===== src/rtl/eaglesong_pkg.sv =====
// Shared sizes, FSM state type and packed-state helpers for the Eaglesong round datapath.
package eaglesong_pkg;

  localparam int NUM_WORDS   = 16;
  localparam int WORD_WIDTH  = 32;
  localparam int STATE_WIDTH = NUM_WORDS * WORD_WIDTH;
  localparam int MATRIX_BITS = 256;
  localparam int INDEX_WIDTH = 8;

  typedef enum logic [1:0] {
    IDLE = 2'd0,
    RUN  = 2'd1,
    DONE = 2'd2
  } step_state_t;

  function automatic logic [WORD_WIDTH-1:0] word_sel(input logic [STATE_WIDTH-1:0] vec,
                                                     input int unsigned k);
    return vec[k*WORD_WIDTH +: WORD_WIDTH];
  endfunction

endpackage


===== src/rtl/eaglesong_bit_matrix_step_if.sv =====
// Step request/result bundle between a round controller and the bit-matrix step engine.
interface eaglesong_bit_matrix_step_if
  #(parameter int WORD_WIDTH = eaglesong_pkg::WORD_WIDTH);

  logic                                        start;
  logic [eaglesong_pkg::NUM_WORDS*WORD_WIDTH-1:0] state_in;
  logic                                        ready;
  logic                                        busy;
  logic                                        done;
  logic [eaglesong_pkg::NUM_WORDS*WORD_WIDTH-1:0] state_out;

  modport master (output start, output state_in,
                  input ready, input busy, input done, input state_out);

  modport slave  (input start, input state_in,
                  output ready, output busy, output done, output state_out);

endinterface


===== src/rtl/eaglesong_bit_matrix_step.sv =====
// Bit-matrix step: walks all 256 matrix bits, one per cycle, XOR-accumulating
// selected input words into 16 output accumulators.
module eaglesong_bit_matrix_step
  #(parameter int WORD_WIDTH = eaglesong_pkg::WORD_WIDTH)
  (
    input  logic                              clk,
    input  logic                              reset,
    eaglesong_bit_matrix_step_if.slave        step,
    output logic [eaglesong_pkg::INDEX_WIDTH-1:0] bit_index_to_request,
    input  logic                              requested_bit
  );

  import eaglesong_pkg::*;

  if (WORD_WIDTH != 32) begin : g_width_check
    $error("eaglesong_bit_matrix_step supports only WORD_WIDTH = 32");
  end

  step_state_t                  state;
  logic [INDEX_WIDTH-1:0]       idx;
  logic [WORD_WIDTH-1:0]        in_latched [NUM_WORDS];
  logic [WORD_WIDTH-1:0]        acc        [NUM_WORDS];
  logic [WORD_WIDTH-1:0]        acc_next   [NUM_WORDS];
  logic [STATE_WIDTH-1:0]       acc_next_packed;
  logic [STATE_WIDTH-1:0]       out_reg;
  logic                         ready_reg;
  logic                         busy_reg;
  logic                         done_reg;

  // idx[7:4] picks the accumulator row, idx[3:0] the input column.
  always_comb begin
    acc_next = acc;
    if (state == RUN && requested_bit)
      acc_next[idx[7:4]] = acc[idx[7:4]] ^ in_latched[idx[3:0]];
    acc_next_packed = '0;
    for (int j = 0; j < NUM_WORDS; j++)
      acc_next_packed[j*WORD_WIDTH +: WORD_WIDTH] = acc_next[j];
  end

  always_ff @(posedge clk) begin
    if (reset) begin
      state     <= IDLE;
      idx       <= '0;
      ready_reg <= 1'b1;
      busy_reg  <= 1'b0;
      done_reg  <= 1'b0;
      out_reg   <= '0;
      for (int j = 0; j < NUM_WORDS; j++) begin
        in_latched[j] <= '0;
        acc[j]        <= '0;
      end
    end else begin
      case (state)
        IDLE: begin
          if (step.start) begin
            for (int j = 0; j < NUM_WORDS; j++) begin
              in_latched[j] <= word_sel(step.state_in, j);
              acc[j]        <= '0;
            end
            idx       <= '0;
            ready_reg <= 1'b0;
            busy_reg  <= 1'b1;
            state     <= RUN;
          end
        end
        RUN: begin
          acc <= acc_next;
          // The final index loads the result directly so done and data align.
          if (idx == INDEX_WIDTH'(MATRIX_BITS - 1)) begin
            idx      <= '0;
            done_reg <= 1'b1;
            out_reg  <= acc_next_packed;
            state    <= DONE;
          end else begin
            idx <= idx + 1'b1;
          end
        end
        DONE: begin
          done_reg  <= 1'b0;
          busy_reg  <= 1'b0;
          ready_reg <= 1'b1;
          state     <= IDLE;
        end
        default: state <= IDLE;
      endcase
    end
  end

  assign bit_index_to_request = idx;
  assign step.ready           = ready_reg;
  assign step.busy            = busy_reg;
  assign step.done            = done_reg;
  assign step.state_out       = out_reg;

endmodule


===== src/flat_wrapper.sv =====
// flat-port wrapper written by rule: the top's interface ports become plain ports
module eaglesong_bit_matrix_step_flat import eaglesong_pkg::*;
#(parameter int WORD_WIDTH = eaglesong_pkg::WORD_WIDTH)
  (clk, reset, bit_index_to_request, requested_bit, step_start, step_state_in, step_ready, step_busy, step_done, step_state_out);
  eaglesong_bit_matrix_step_if #(.WORD_WIDTH(WORD_WIDTH)) step_i ();
  input  logic clk;
  input  logic reset;
  output logic [eaglesong_pkg::INDEX_WIDTH-1:0] bit_index_to_request;
  input  logic requested_bit;
  input wire logic [$bits(step_i.start)-1:0] step_start;
  input wire logic [$bits(step_i.state_in)-1:0] step_state_in;
  output wire logic [$bits(step_i.ready)-1:0] step_ready;
  output wire logic [$bits(step_i.busy)-1:0] step_busy;
  output wire logic [$bits(step_i.done)-1:0] step_done;
  output wire logic [$bits(step_i.state_out)-1:0] step_state_out;
  assign step_i.start = step_start;
  assign step_i.state_in = step_state_in;
  assign step_ready = step_i.ready;
  assign step_busy = step_i.busy;
  assign step_done = step_i.done;
  assign step_state_out = step_i.state_out;
  eaglesong_bit_matrix_step #(.WORD_WIDTH(WORD_WIDTH)) u_core (.clk(clk), .reset(reset), .step(step_i), .bit_index_to_request(bit_index_to_request), .requested_bit(requested_bit));
endmodule

===== config.mk =====
export PLATFORM = sky130hd
export DESIGN_NAME = eaglesong_bit_matrix_step_flat
export DESIGN_NICKNAME = d
export VERILOG_FILES = /design/src/rtl/eaglesong_pkg.sv /design/src/rtl/eaglesong_bit_matrix_step_if.sv /design/src/rtl/eaglesong_bit_matrix_step.sv /design/src/flat_wrapper.sv
export SDC_FILE = /design/constraint.sdc
export NUM_CORES = 2
export LEC_CHECK = 0
export CAP_MARGIN = 5
export CORE_AREA = 2 2 408 410
export CTS_CLUSTER_DIAMETER = 40
export DETAILED_ROUTE_END_ITERATION = 10
export DIE_AREA = 0 0 410 412
export MAX_ROUTING_LAYER = met4
export PLACE_DENSITY = 0.66
export SYNTH_ARGS = -nofsm -noshare
export SYNTH_HDL_FRONTEND = slang
export SYNTH_SLANG_ARGS = --single-unit

===== constraint.sdc =====
create_clock -name clk -period 35.2 [get_ports clk]
set_input_delay 3.52 -clock clk [delete_from_list [all_inputs] [get_ports clk]]
set_output_delay 3.52 -clock clk [all_outputs]
set_load 0.05 [all_outputs]

==> flow_summary.ini <==
[clocking]
insertion_delay_ns = 0.87
cts_setup_buffers = 0
postCtsResizedCells = 0
cts_hold_buf = 0
cts_tree = done
clk_pin_slew_worst_paths_ns = 0.06
cts.sink_count = 1553
cts_made_buffers = 214
cts_root_buf = clkbuf_16
htreeDepth = 4
clockBufferDepth = 3

[logic_synthesis]
synth_edf_count = 512
ys_async_sr_fraction_pct = 0
syn_area_um2 = 60900
syn_area_per_cell_um2 = 11.7
synthCells = 5194
synth_top_cell_area_share_pct = 34.2
ys_ff_latch = 1553
synthFlopType = dfxtp_1
synth.distinct_cells = 43
synth_top_cell_by_area = dfxtp_1
synth_fp_nets = 5711
yosys_warnings = 0
ys_seq_area_share_pct = 59.4
netlist_top_cells_area = dfxtp_1 (34%), edfxtp_1 (25%), mux4_2 (9.5%)

[routing]
num_vias = 47800
first_iter_violations = 5697
drtAntennaViolNets = 0
drtPass1Iterations = 6
via_per_inst = 5.64
routedWlPerCell_um = 28.6
wl_um = 242000
route.detailed.drc = 0

[placed_design]
placed_area_um2 = 73100
globalplace.congestion = 0.907
portBuffers = 1038
placed_cells = 8055
pre_cts_ws_ns = 28.15
dp_hpwl_um = 172000

[die]
core_area_um2 = 164000
io_pins = 1039
die_x_um = 410
rows = 149
initial_core_util_pct = 37.1
die_area_um2 = 169000
die_h_um = 412

[global_route]
grt_use_total_pct = 28.5
met1_usage_pct = 36.9
grt_busiest_layer = met2
use_met3_pct = 5.42
grt_overflow_total = 0
grt_pass1_vias = 45300
antenna_found_initial = 39
grt_pass1_wl_um = 337000
grt_max_degree = 225
grtUsageMet2_pct = 43.7

[finish]
stdcell_count = 8474
fillers = 14400
drive_above_1_share_pct = 12.9
design_area_um2 = 80700
postLayoutCoreUtil_pct = 49.2
nets = 6599
syn_to_final_growth_pct = 32.5
final_cell_mix = dfxtp_1 (1037), clkdlybuf4s50_1 (1037), nand2_1 (892)

[timing]
tightest_slew_ns = 1.38
setup_tns_ns = 0
period_share_pct = 17.8
rsz0062_at_grt = no
slew_viol_final = 0
setup_viol = 0
maxSlewHeadroom_pct = 7.19
period_minus_slack_ns = 6.25
hold_viol = 0
fin_ws_ns = 28.95
fin_worst_skew_ns = 0.0744
fmax_mhz = 160

[power]
peakVddDrop_mv = 0.0509
p_leak_uw = 0.0288
powerDensity_nw_per_um2 = 55.8

[worst_setup_path]
end_kind = register
timing.rr.end = u_core.acc[275]$_SDFFE_PP0N_
worst_ep_required_time_ns = 35.89
reg2reg_depth = 8
cp-startpoint = step_start
cp_max_fo = 138
worst-setup-path-type = in -> reg
cp.arrival_ns = 6.94
rr_startpoint = u_core.bit_index_to_request[5]$_SDFFE_PP0N_
regToRegSetupSlack_ns = 30.44
startpoint_type = input pin
crit_path_end = u_core.in_latched[0][10]$_SDFFCE_PN0P_

[min_path]
hp-class = reg -> reg
min_from = u_core.acc[360]$_SDFFE_PP0N_

[job]
drv_cap = 0

[status]
run_status = complete, no violations
-- synthesized netlist by cell type, types with 36 or more instances --
| master | number |
|---|---|
| buf_2 | 118 |
| nand3_1 | 36 |
| nor2b_1 | 196 |
| clkbuf_1 | 299 |
| a22oi_1 | 129 |
| dfxtp_1 | 1041 |
| and2_1 | 322 |
| edfxtp_1 | 512 |
| nor3_1 | 132 |
| nand2_1 | 893 |
| nor2_1 | 100 |
| a22o_1 | 513 |
| a21oi_1 | 420 |
| mux4_2 | 256 |
-- worst min-delay path by stage --
stage	endpoint	slack, ns	depth (start not counted)
6_report	u_core.step.state_out[136]$_SDFFE_PP0P_	0.43	2
5_1_grt	u_core.step.state_out[136]$_SDFFE_PP0P_	0.46	2
4_1_cts	u_core.step.state_out[136]$_SDFFE_PP0P_	0.43	2
3_5_place_dp	u_core.step.state_out[357]$_SDFFE_PP0P_	0.45	2
3_3_place_gp	u_core.step.state_out[255]$_SDFFE_PP0P_	0.44	2
2_1_floorplan	u_core.step.state_out[221]$_SDFFE_PP0P_	0.44	2
-- area by class of cell --
| cell class | instances | area [µm²] | share of cell area, % |
|---|---|---|---|
| clock buffers | 258 | 5760 | 7.13 |
| multi-input cells | 3170 | 22800 | 28.3 |
| clock inverters | 142 | 1870 | 2.32 |
| diodes | 19 | 47.5 | 0.0589 |
| flip-flops and latches | 1553 | 36200 | 44.9 |
| repair buffers | 1140 | 11200 | 13.9 |
| inverters | 3 | 11.3 | 0.0139 |
| well taps | 2189 | 2740 | 3.39 |
-- report_power, final --
part	switching (µW)	internal (µW)	total [µW]
Combinational	183	109	293
Sequential	20.8	1910	1930
Clock	886	1390	2270
Total	1090	3410	4500
-- routing by layer --
layer / part of all wire (%) / routed length (µm)
met1: 40 / 96400
met2: 46 / 112000
met3: 9.2 / 22200
met5: 0 / 0
met4: 4.7 / 11300
-- metrics by stage --
step,hold WS [ns],total power [µW]
3_3_place_gp,0.438,2260
4_1_cts,0.426,4520
3_5_place_dp,0.445,2260
5_1_grt,0.460,4620
6_report,0.430,4500
2_1_floorplan,0.441,2130
-- cell families after synthesis --
family	Yosys count	synth area share (%)
XOR/XNOR	34	0.822
adder cells (fa/ha/maj)	1	0.0205
AO/OA/AOI/OAI	1119	13.1
AND/OR/NAND/NOR	1759	13.7
flip-flops	1553	59.4
multiplexers	257	9.48
buffers and inverters	471	3.38
-- critical path: stages --
cell and delay, ns:
clkdlybuf4s50_1 0.58, nand2_1 0.19, nor3_2 0.81, buf_4 0.66, buf_4 0.80, and2_1 0.25
No activity file was read; power rests on OpenSTA's default activity.
